`src/rtl/conv_pkg.sv`:
```
// Shared types for the convolutional SNN layer.
//   arbiter_mode_t : feature-map arbiter source select (convolution or pooling)
//   layer_phase_t  : phase of the layer scheduler, also exported for debug
//   is_guarded_phase(): phases that are covered by the watchdog
package conv_pkg;

    typedef enum logic {
        MUX_CONVOLUTION = 1'b0,
        MUX_POOLING     = 1'b1
    } arbiter_mode_t;

    typedef enum logic [2:0] {
        IDLE        = 3'd0,
        CONVOLUTION = 3'd1,
        DRAIN       = 3'd2,
        SWITCH      = 3'd3,
        POOLING     = 3'd4,
        PAUSE       = 3'd5
    } layer_phase_t;

    // Every phase between leaving convolution and returning to it can hang
    // on an external engine, so all of them are watched.
    function automatic logic is_guarded_phase(input layer_phase_t p);
        return (p == DRAIN) || (p == SWITCH) || (p == POOLING) || (p == PAUSE);
    endfunction

endpackage

```
`src/rtl/layer_watchdog.sv`:
```
// Phase watchdog counter.
//   clk, reset : clock, asynchronous active-high reset
//   clear      : zero the counter (highest priority)
//   load       : start a new guarded span; the entry cycle counts as cycle 1
//   count_en   : count one more cycle, saturating at WATCHDOG_CYCLES
//   expired    : terminal count reached
// WATCHDOG_CYCLES = 0 removes the counter; expired is tied low.
module layer_watchdog #(
    parameter int WATCHDOG_CYCLES = 0
) (
    input  logic clk,
    input  logic reset,
    input  logic clear,
    input  logic load,
    input  logic count_en,
    output logic expired
);

    generate
        if (WATCHDOG_CYCLES > 0) begin : g_wd
            localparam int CW = $clog2(WATCHDOG_CYCLES + 1);
            localparam logic [CW-1:0] TERMINAL = CW'(WATCHDOG_CYCLES);

            logic [CW-1:0] count_reg;

            always_ff @(posedge clk or posedge reset) begin
                if (reset) begin
                    count_reg <= '0;
                end else if (clear) begin
                    count_reg <= '0;
                end else if (load) begin
                    count_reg <= CW'(1);
                end else if (count_en && (count_reg != TERMINAL)) begin
                    count_reg <= count_reg + CW'(1);
                end
            end

            assign expired = (count_reg == TERMINAL);
        end else begin : g_off
            logic unused_wd_inputs;
            assign unused_wd_inputs = ^{clk, reset, clear, load, count_en};
            assign expired = 1'b0;
        end
    endgenerate

endmodule

```
`src/rtl/conv_layer_scheduler.sv`:
```
// Phase sequencer for one convolutional SNN layer.
// Alternates event-driven convolution with a sum-pooling/fire pass every
// POOL_INTERVAL timesteps, drives the feature-map arbiter mode, gates the
// convolution engine, stalls pooling on output-FIFO backpressure and
// guards the non-convolution phases with a watchdog.
// Ports:
//   clk, reset           : clock, asynchronous active-high reset
//   enable               : layer run permission
//   timestep_event       : pulse, a timestep marker was consumed
//   conv_active          : convolution engine busy
//   conv_enable          : convolution engine may consume events
//   pool_start           : one-cycle pooling start pulse
//   pool_active          : pooling engine busy (monitor only)
//   pool_done            : pulse, pooling pass complete
//   out_fifo_full_next   : output FIFO about to fill
//   pool_stall           : pooling must hold its writes
//   arbiter_mode         : arbiter source select
//   timestep_count       : timesteps since reset, wrapping
//   phase                : current state (debug)
//   watchdog_error       : sticky watchdog flag
// All outputs are registered; they are computed from the next state.
module conv_layer_scheduler
    import conv_pkg::*;
#(
    parameter int POOL_INTERVAL        = 1,
    parameter int TS_COUNT_WIDTH       = 16,
    parameter int SWITCH_SETTLE_CYCLES = 1,
    parameter int WATCHDOG_CYCLES      = 0
) (
    input  logic                      clk,
    input  logic                      reset,
    input  logic                      enable,
    input  logic                      timestep_event,
    input  logic                      conv_active,
    output logic                      conv_enable,
    output logic                      pool_start,
    input  logic                      pool_active,
    input  logic                      pool_done,
    input  logic                      out_fifo_full_next,
    output logic                      pool_stall,
    output arbiter_mode_t             arbiter_mode,
    output logic [TS_COUNT_WIDTH-1:0] timestep_count,
    output layer_phase_t              phase,
    output logic                      watchdog_error
);

    localparam int IW = $clog2(POOL_INTERVAL + 1);
    localparam int SW = $clog2(SWITCH_SETTLE_CYCLES + 1);
    localparam logic [IW:0]   INTERVAL_WIDE = (IW + 1)'(POOL_INTERVAL);
    localparam logic [IW-1:0] INTERVAL_SAT  = IW'(POOL_INTERVAL);

    layer_phase_t              state_reg, state_next;
    logic [IW-1:0]             interval_reg, interval_next;
    logic [SW-1:0]             settle_reg, settle_next;
    logic                      conv_enable_reg;
    logic                      pool_start_reg;
    logic                      pool_stall_reg;
    arbiter_mode_t             arbiter_mode_reg;
    logic [TS_COUNT_WIDTH-1:0] timestep_count_reg;
    logic                      watchdog_error_reg;

    logic [IW:0] interval_sum;
    logic        interval_full;
    logic        wd_expired;
    logic        wd_trip;

    logic unused_pool_active;
    assign unused_pool_active = pool_active;

    // Interval accumulation happens in every state; outside convolution it
    // saturates so a pending pass is remembered for back-to-back pooling.
    assign interval_sum  = {1'b0, interval_reg} + (IW + 1)'(timestep_event);
    assign interval_full = (interval_sum >= INTERVAL_WIDE);
    assign wd_trip       = wd_expired && is_guarded_phase(state_reg);

    always_comb begin
        state_next    = state_reg;
        settle_next   = settle_reg;
        interval_next = interval_full ? INTERVAL_SAT : interval_sum[IW-1:0];

        case (state_reg)
            IDLE: begin
                if (enable && !watchdog_error_reg) begin
                    state_next = CONVOLUTION;
                end
            end
            CONVOLUTION: begin
                // With enable low the pass is deferred, not dropped.
                if (enable && interval_full) begin
                    interval_next = '0;
                    state_next    = DRAIN;
                end
            end
            DRAIN: begin
                if (!conv_active) begin
                    settle_next = SW'(SWITCH_SETTLE_CYCLES);
                    state_next  = SWITCH;
                end
            end
            SWITCH: begin
                if (settle_reg <= SW'(1)) begin
                    settle_next = '0;
                    state_next  = POOLING;
                end else begin
                    settle_next = settle_reg - SW'(1);
                end
            end
            POOLING: begin
                if (pool_done) begin
                    state_next = CONVOLUTION;
                end else if (out_fifo_full_next) begin
                    state_next = PAUSE;
                end
            end
            PAUSE: begin
                if (pool_done) begin
                    state_next = CONVOLUTION;
                end else if (!out_fifo_full_next) begin
                    state_next = POOLING;
                end
            end
            default: state_next = IDLE;
        endcase

        if (wd_trip) begin
            state_next = IDLE;
        end
    end

    layer_watchdog #(
        .WATCHDOG_CYCLES(WATCHDOG_CYCLES)
    ) u_watchdog (
        .clk     (clk),
        .reset   (reset),
        .clear   (!is_guarded_phase(state_next)),
        .load    (is_guarded_phase(state_next) && !is_guarded_phase(state_reg)),
        .count_en(is_guarded_phase(state_reg)),
        .expired (wd_expired)
    );

    always_ff @(posedge clk or posedge reset) begin
        if (reset) begin
            state_reg          <= IDLE;
            interval_reg       <= '0;
            settle_reg         <= '0;
            conv_enable_reg    <= 1'b0;
            pool_start_reg     <= 1'b0;
            pool_stall_reg     <= 1'b0;
            arbiter_mode_reg   <= MUX_CONVOLUTION;
            timestep_count_reg <= '0;
            watchdog_error_reg <= 1'b0;
        end else begin
            state_reg          <= state_next;
            interval_reg       <= interval_next;
            settle_reg         <= settle_next;
            conv_enable_reg    <= (state_next == CONVOLUTION) && enable;
            pool_start_reg     <= (state_reg == SWITCH) && (state_next == POOLING);
            pool_stall_reg     <= (state_next == PAUSE);
            arbiter_mode_reg   <= ((state_next == SWITCH) || (state_next == POOLING) ||
                                   (state_next == PAUSE)) ? MUX_POOLING : MUX_CONVOLUTION;
            timestep_count_reg <= timestep_count_reg + TS_COUNT_WIDTH'(timestep_event);
            watchdog_error_reg <= watchdog_error_reg || wd_trip;
        end
    end

    assign conv_enable    = conv_enable_reg;
    assign pool_start     = pool_start_reg;
    assign pool_stall     = pool_stall_reg;
    assign arbiter_mode   = arbiter_mode_reg;
    assign timestep_count = timestep_count_reg;
    assign phase          = state_reg;
    assign watchdog_error = watchdog_error_reg;

endmodule
```
`config.mk`:
```
export PLATFORM = sky130hd
export DESIGN_NAME = conv_layer_scheduler
export DESIGN_NICKNAME = d
export VERILOG_FILES = /design/src/rtl/conv_pkg.sv /design/src/rtl/layer_watchdog.sv /design/src/rtl/conv_layer_scheduler.sv
export SDC_FILE = /design/constraint.sdc
export NUM_CORES = 1
export LEC_CHECK = 0
export ABC_AREA = 1
export BUFFER_PORTS_ARGS = -buffer_cell sky130_fd_sc_hd__buf_2
export CORE_ASPECT_RATIO = 0.75
export CORE_MARGIN = 3
export CORE_UTILIZATION = 45
export DETAILED_ROUTE_END_ITERATION = 6
export GPL_TIMING_DRIVEN = 0
export PLACE_DENSITY = 0.73
export SYNTH_ARGS = -nofsm -noshare
export SYNTH_HDL_FRONTEND = slang
export SYNTH_HIERARCHICAL = 1
export SYNTH_SLANG_ARGS = --single-unit
export TNS_END_PERCENT = 30
```
`constraint.sdc`:
```
create_clock -name clk -period 1.82 [get_ports clk]
set_clock_uncertainty 0.1 [all_clocks]
set_input_delay 0.273 -clock clk [delete_from_list [all_inputs] [get_ports clk]]
set_output_delay 0.273 -clock clk [all_outputs]
set_load 0.005 [all_outputs]
```
==> flow_summary.json <==
{
  "final_hold_viol_count": 0,
  "ff_latch_area_um2": 626,
  "slew_violations": 0,
  "fmax_mhz": 659,
  "grt_max_degree": 26,
  "cts_buffers": 3,
  "final_nets": 182,
  "end_kind": "register",
  "grt_pass1_vias": 881,
  "post_route_cells_drive_above_1_share": 0.318,
  "largest_reg_flops": 16,
  "worstSetupPathType": "register to register",
  "wire_per_inst_um": 10.5,
  "syn_area_um2": 1200,
  "dpl.hpwl_um": 1700,
  "rsz0062_at_grt": "no",
  "ant_nets": 0,
  "fp.dieW_um": 65.8,
  "rows": 15,
  "maxCapViolCount": 0,
  "cts.sinks": 25,
  "crit_fanout": 4,
  "synthesis.nets": 147,
  "syn_inst": 136,
  "multi_input_area_um2": 512,
  "critPathArrivalTime_ns": 1.66,
  "crit_start": "timestep_count[0]",
  "antenna_found_initial": 0,
  "setup_viol": 0,
  "grt_pass1_wl_um": 3850,
  "htree_num_levels": 1,
  "num_antenna_cells": 0,
  "fin_cells": 204,
  "area_growth_pct": 18.3,
  "clk_pin_slew_ns": 0.13,
  "die_area_um2": 3340,
  "drtIter0Drc": 46,
  "dp_cells": 200,
  "hold_buffers": 0,
  "core-area_um2": 2420,
  "clockRootBuffer": "clkbuf_4",
  "num-fill-cells": 216,
  "rr_startpoint": "timestep_count[0]",
  "cts_tree": "built",
  "io_buffers": 30,
  "syn_area_per_cell_um2": 8.86,
  "grt_use_total": 0.151,
  "post_cts.repair.setup_buffers": 0,
  "drt_first_pass_iters": 4,
  "post_cts_resized": 0,
  "die_h_um": 50.8,
  "io_pins": 32,
  "hold_path.class": "input pin to async pin",
  "status": "finished, final reports clean",
  "tightestPinTransition_ns": 0.891,
  "grt_overflow_total": 0,
  "post-route-period-util": 0.833,
  "synth_warnings": 6,
  "cp.required_ns": 1.97,
  "leakagePower_nw": 0.793,
  "powerDensity_nw_per_um2": 845,
  "drc": 0,
  "gp_congestion": 0.831,
  "cp-start-kind": "register",
  "min_period_ns": 1.52,
  "vias": 946,
  "relSlewSlack": 0.406,
  "vias_per_cell": 4.64,
  "cts.path.max_buffers": 2,
  "drt_wl_total_um": 2140,
  "insertion_delay_ns": 0.31,
  "fin_setup_tns_ns": 0,
  "start_util": 0.498,
  "vdd_drop_max_v": 0.000520,
  "p_total_mw": 1.20
}
## worst max-delay path, cell delays in order, from the launching register on
cell	delay, ns
dfrtp_1	0.38
ha_1	0.18
ha_1	0.18
nand2_1	0.11
nor2_4	0.16
nand2_2	0.09
nor2_2	0.10
xor2_1	0.14
## worst paths after layout
path                                           end  slack, ns  cells past startpoint
worst max-delay path            timestep_count[10]       0.30                      7
worst min-delay path             timestep_count[0]       0.02                      2
worst max register to register  timestep_count[10]       0.30                      7
worst min register to register  timestep_count[13]       0.40                      1
max in group asynchronous       timestep_count[12]       1.05                      2
min in group clk                      interval_reg       0.05                      2
## cell usage in the layout, fill, tap and decap left out, drive strengths merged, types with 2 or more instances in the layout
master / n
nand2: 35
buf: 31
nor2: 26
dfrtp: 25
inv: 16
nand3: 7
xor2: 7
xnor2: 5
nand4: 3
ha: 3
clkbuf: 3
a21oi: 3
o21ai: 2
## per-stage QoR
step	setup slack (ns)	hold slack, ns	instance area [um2]	util
finish	0.303	0.0210	1430	0.589
floorplan	0.428	0.200	1200	-
global placement	0.338	0.358	1400	0.577
global route	0.202	0.0434	1430	0.589
detailed placement	0.294	0.389	1400	0.577
CTS	0.295	0.0407	1430	0.589
## power breakdown
part	internal (mW)	switching [mW]	leakage, nW
sequential	0.632	0.0881	0.326
clock	0.0822	0.155	0.0177
combinational	0.113	0.134	0.449
total	0.827	0.377	0.793
## final cells by class
| type | count | area share |
|---|---|---|
| Sequential cell | 25 | 0.439 |
| Buffer | 1 | 0.00527 |
| Clock buffer | 3 | 0.0158 |
| Multi-Input combinational cell | 94 | 0.359 |
| Timing Repair Buffer | 30 | 0.105 |
| Clock inverter | 1 | 0.00351 |
| Tap cell | 34 | 0.0299 |
| Inverter | 16 | 0.0421 |
## routing by layer
metal	up-vias	GRT usage	wire [um]
li1	488	-	-
met1	433	0.200	1090
met2	23	0.240	919
met3	2	0.0484	119
met4	0	0.0414	15
met5	-	0	0
Power figures use the tool's default switching activity.
